--- src/rtl/grammer_reader.sv ---
// grammer_reader: four-slot write-addressed buffer drained strictly in order
// through a single valid/ready output register tagged with a load count and phase.
// Ports: clk, reset (async, active high); write side wr_en/wr_addr/wr_data;
// read side rd_ready in, rd_valid/rd_data/rd_addr/rd_cnt/rd_phase out;
// status full/empty/overflow. Optional rd_par output when GRAMMER_READER_PARITY_EN
// is defined (even parity of the word held in the output register).
module grammer_reader #(
  parameter int WIDTH = 32
) (
  input  logic             clk,
  input  logic             reset,
  input  logic             wr_en,
  input  logic [1:0]       wr_addr,
  input  logic [WIDTH-1:0] wr_data,
  input  logic             rd_ready,
  output logic             rd_valid,
  output logic [WIDTH-1:0] rd_data,
  output logic [1:0]       rd_addr,
  output logic [7:0]       rd_cnt,
  output logic [1:0]       rd_phase,
  output logic             full,
  output logic             empty,
  output logic             overflow
`ifdef GRAMMER_READER_PARITY_EN
  ,
  output logic             rd_par
`endif
);

  logic [WIDTH-1:0] mem [4];
  logic [3:0]       vld;
  logic [3:0]       vld_nxt;
  logic [1:0]       rd_ptr;
  logic [7:0]       ld_cnt;

  logic             free;
  logic             load;
  logic             hit_ld;
  logic             ovf_set;

  function automatic logic [1:0] phase_of(input logic [7:0] c);
    logic [1:0] p;
    if (c == 8'h00)      p = 2'd0;
    else if (c < 8'h80)  p = 2'd1;
    else if (c < 8'hC0)  p = 2'd2;
    else                 p = 2'd3;
    return p;
  endfunction

  always_comb begin
    free    = !rd_valid || rd_ready;
    load    = free && vld[rd_ptr];
    // a write racing the load of the same slot refills it, not an overwrite
    hit_ld  = load && (wr_addr == rd_ptr);
    ovf_set = wr_en && vld[wr_addr] && !hit_ld;
    vld_nxt = vld;
    if (load)  vld_nxt[rd_ptr]  = 1'b0;
    if (wr_en) vld_nxt[wr_addr] = 1'b1;
  end

  // slot storage carries no reset; the valid bits alone define occupancy
  always_ff @(posedge clk) begin
    if (wr_en) mem[wr_addr] <= wr_data;
  end

  always_ff @(posedge clk or posedge reset) begin
    if (reset) begin
      vld      <= '0;
      rd_ptr   <= '0;
      ld_cnt   <= '0;
      overflow <= 1'b0;
    end else begin
      vld <= vld_nxt;
      if (load) begin
        rd_ptr <= rd_ptr + 2'd1;
        ld_cnt <= ld_cnt + 8'd1;
      end
      if (ovf_set) overflow <= 1'b1;
    end
  end

  always_ff @(posedge clk or posedge reset) begin
    if (reset) begin
      rd_valid <= 1'b0;
      rd_data  <= '0;
      rd_addr  <= '0;
      rd_cnt   <= '0;
      rd_phase <= '0;
    end else if (free) begin
      // no skipping ahead: an empty slot at rd_ptr stalls the drain
      rd_valid <= load;
      if (load) begin
        rd_data  <= mem[rd_ptr];
        rd_addr  <= rd_ptr;
        rd_cnt   <= ld_cnt;
        rd_phase <= phase_of(ld_cnt);
      end
    end
  end

`ifdef GRAMMER_READER_PARITY_EN
  always_ff @(posedge clk or posedge reset) begin
    if (reset)          rd_par <= 1'b0;
    else if (free && load) rd_par <= ^mem[rd_ptr];
  end
`endif

  assign full  = &vld;
  assign empty = ~|vld && !rd_valid;

endmodule

--- config.mk ---
export PLATFORM = sky130hd
export DESIGN_NAME = grammer_reader
export DESIGN_NICKNAME = d
export VERILOG_FILES = /design/src/rtl/grammer_reader.sv
export SDC_FILE = /design/constraint.sdc
export NUM_CORES = 1
export LEC_CHECK = 0
export ABC_CLOCK_PERIOD_IN_PS = 2200
export BUFFER_PORTS_ARGS = -buffer_cell sky130_fd_sc_hd__buf_2
export CAP_MARGIN = 20
export CELL_PAD_IN_SITES_DETAIL_PLACEMENT = 1
export CELL_PAD_IN_SITES_GLOBAL_PLACEMENT = 2
export CORE_ASPECT_RATIO = 0.75
export CORE_MARGIN = 2
export CORE_UTILIZATION = 44
export CTS_CLUSTER_SIZE = 14
export DETAILED_ROUTE_END_ITERATION = 16
export HOLD_SLACK_MARGIN = 0.1
export PLACE_DENSITY = 0.74
export SLEW_MARGIN = 20
export SYNTH_ARGS = -nofsm -noshare
export SYNTH_HDL_FRONTEND = slang
export SYNTH_SLANG_ARGS = --single-unit
--- constraint.sdc ---
create_clock -name clk -period 2.2 [get_ports clk]
set_clock_uncertainty 0.05 [all_clocks]
set_input_delay 0.22 -clock clk [delete_from_list [all_inputs] [get_ports clk]]
set_output_delay 0.22 -clock clk [all_outputs]
set_load 0.02 [all_outputs]
==> results by group <==
Detailed routing
  – DR DRC count: 0
  – Average wire per standard cell: 20.6 µm
  – Vias/cell: 5.25
  – WL final: 14.6 mm
  – Initial DRC Count: 211
  – Via count: 3705
  – DRT Pass-1 Iters: 4
  – Remaining antenna violation count: 0

CTS
  – Worst-path clk slew: 0.07 ns
  – CTS tree: yes
  – Clock Sinks: 188
  – Clk Tree Root Cell: clkbuf_16
  – CTS resizes: 0
  – Total CTS buffers: 17
  – Post-CTS setup buffers: 0
  – H-tree depth: 4
  – Clock latency on the worst-skew pair: 0.43 ns
  – Max Root-Sink Buffers: 2

Layout
  – P&R area growth vs syn: 24.4%
  – Final Instance Area: 9160 µm²
  – Non-Filler Instances: 706
  – Fin nets: 527
  – Fin util: 56.6%
  – Layout cell share with drive strength beyond 1: 43.8%
  – Ant diodes: 0

Synthesis
  – Count of cell types in the netlist: 38
  – Sequential fraction of the synthesis area: 72.6%
  – Post-synth top area cell: edfxtp_1
  – Mean Syn Cell Area: 21.3 µm²
  – Most area-consuming cells after synthesis: edfxtp_1 52%, dfrtp_1 20%, mux4_2 10%, mux2_4 7.8%, buf_12 1.1%
  – Syn_nets: 389
  – Post-synth top area share: 52.2%
  – Yosys warns: 0
  – Number of synthesized flops with an enable pin: 128
  – Ys async rst share: 31.9%
  – Mapped Area: 7360 µm²
  – Flops & latches, synth: 188
  – Main flop type after synthesis: edfxtp_1
  – Synth Instances: 345

Timing
  – Period minus WS final: 1.98 ns
  – RSZ-0062 raised after global routing: false
  – Relative slew slack: 61.4%
  – Hold violation count in the final report: 0
  – Post-Route Setup TNS: 0 ns
  – Worst hold slack: 0.248 ns
  – Worst slew pin tran: 0.579 ns
  – Final setup viols: 0
  – Fmax: 504 MHz
  – Tcrit/Tclk final: 90.1%
  – Max-slew violation count: 0

Setup path
  – CP Capture Type: primary output
  – CP Data Required Time: 1.93 ns
  – Kind of critical path: reg -> out
  – Worst path depth: 3
  – Top delay family on crit path: simple AND/OR/NAND/NOR gates
  – Worst path max stage delay: 0.56 ns
  – Crit path launch type: flop
  – CP max FO: 5
  – Slowest CP cell: or4_1
  – Worst Reg-to-Reg Cells: 5
  – CP cell instances: or4_1, nor2_1, buf_2
  – Worst path bufs/invs: 1
  – WP data arrival: 1.71 ns

Run status
  – Status: complete, no violations

Min path
  – Min-Delay Path Class: in -> async

Floorplanning
  – Std cell rows: 40
  – Die ar.: 17800 µm²
  – Die width: 153 µm
  – Die Ht: 116 µm
  – Starting Density: 45.5%
  – Placeable core region: 16200 µm²
  – Number of I/O pins: 86

Placement
  – Dpl hpwl: 8.64 mm
  – Placed insts: 639
  – Dpl cell area: 8130 µm²
  – PortBufs: 85
  – RD Place Congestion: 0.756

Global route
  – GRT Overall Usage: 17.8%
  – Vias in the first global route: 3998
  – Initial antenna violation count: 0
  – Global-route wire length before repair: 23.3 mm
  – Largest net degree at the start of global routing: 39
  – GRT overflow: 0

Power
  – Lkg Pwr: 3.57 nW
  – Pwr Density: 1400 nW/µm²
  – VDD IR max: 0.000884 V

Run
  – Max cap viols: 0
-- synth_stat cells, types with 2 or more instances --
cell	number
buf_12	4
nand2_1	2
dfrtp_1	60
mux2_4	38
and4_1	3
ha_1	6
edfxtp_1	128
and3_1	2
o21ai_0	6
o2111ai_1	2
mux2_2	6
xnor2_1	9
nor2_1	4
buf_2	5
clkbuf_1	4
a21oi_1	2
inv_1	5
a21o_1	5
mux4_2	33
o211ai_1	3
-- worst reg2reg max path, stage by stage (launching register included) --
cell     delay, ns
dfrtp_2       0.42
mux2_1        0.33
and3_1        0.24
nor2_8        0.16
buf_12        0.21
mux2_2        0.37
-- cell type report --
class	instances	area, µm²
multi-input combinational	137	1880
inverter	5	18.8
sequential	188	5350
timing repair buffer	134	968
clock buffer	21	460
clock inverter	11	213
fill	1421	7010
tap	210	263
-- layer usage --
metal  vias to the layer above  global-route usage (%)  wire length, µm
met5                         -                       0                0
met4                         0                    5.93              223
met3                        18                    4.97              570
met1                      1967                    23.7             6820
li1                       1642                       -                -
met2                        78                    28.7             6950
-- state kept, by name, summed over array words and instances, names as in the netlist --
name	flops
mem	128
rd_data	32
ld_cnt	8
rd_cnt	8
vld	4
rd_addr	2
rd_phase	2
rd_ptr	2
overflow	1
rd_valid	1
-- cell usage in the layout (no fill, tap or decap), drive strengths merged, types with 2 or more instances in the layout --
cell type,instances
o21ai,6
nor2,5
clkinv,4
ha,6
a21o,5
bufinv,6
xnor2,9
o2111ai,2
and4,3
dlygate4sd3,35
clkbuf,21
o211ai,3
dfrtp,60
buf,99
edfxtp,128
and3,2
a21oi,2
inv,6
mux4,33
mux2,45
nand2,2
-- logic make-up after synthesis --
kind of cell | share of synthesized area [%]
adder cells (fa/ha/maj) | 1.02
flip-flops | 72.6
AND/OR/NAND/NOR | 2.04
multiplexers | 19.1
buffers and inverters | 2.14
XOR/XNOR | 1.07
AO/OA/AOI/OAI | 2.04
-- path summary, 6_finish.rpt --
check | slack (ns) | startpoint | endpoint
worst min register to register | 0.44 | rd_phase[0] | rd_phase[0]
min in group clk | 0.32 | wr_addr[0] | overflow
worst min-delay path | 0.25 | reset | rd_data[15]
worst max-delay path | 0.22 | vld[0] | empty
worst max register to register | 0.30 | rd_ptr[1] | rd_data[28]
max in group asynchronous | 1.18 | reset | rd_cnt[2]
-- per-stage QoR --
stage	power, mW	setup WS [ns]
after global routing	13.5	0.140
after global placement	9.34	0.331
after floorplan	8.37	0.0659
after CTS	13.0	0.169
final	12.8	0.217
after detailed placement	9.46	0.290
-- power by group --
group | leakage, nW | switching, mW | total (mW) | internal, mW
Clock | 0.331 | 1.29 | 3.49 | 2.19
Sequential | 1.87 | 0.489 | 4.94 | 4.45
Combinational | 1.37 | 2.06 | 4.42 | 2.36
Total | 3.57 | 3.84 | 12.8 | 9.01
-- repair_timing --
action	CTS	global route
setup endpoints to repair	0	0
hold endpoints to repair	142	0
hold buffers	35	0
Power figures use the tool's default switching activity.
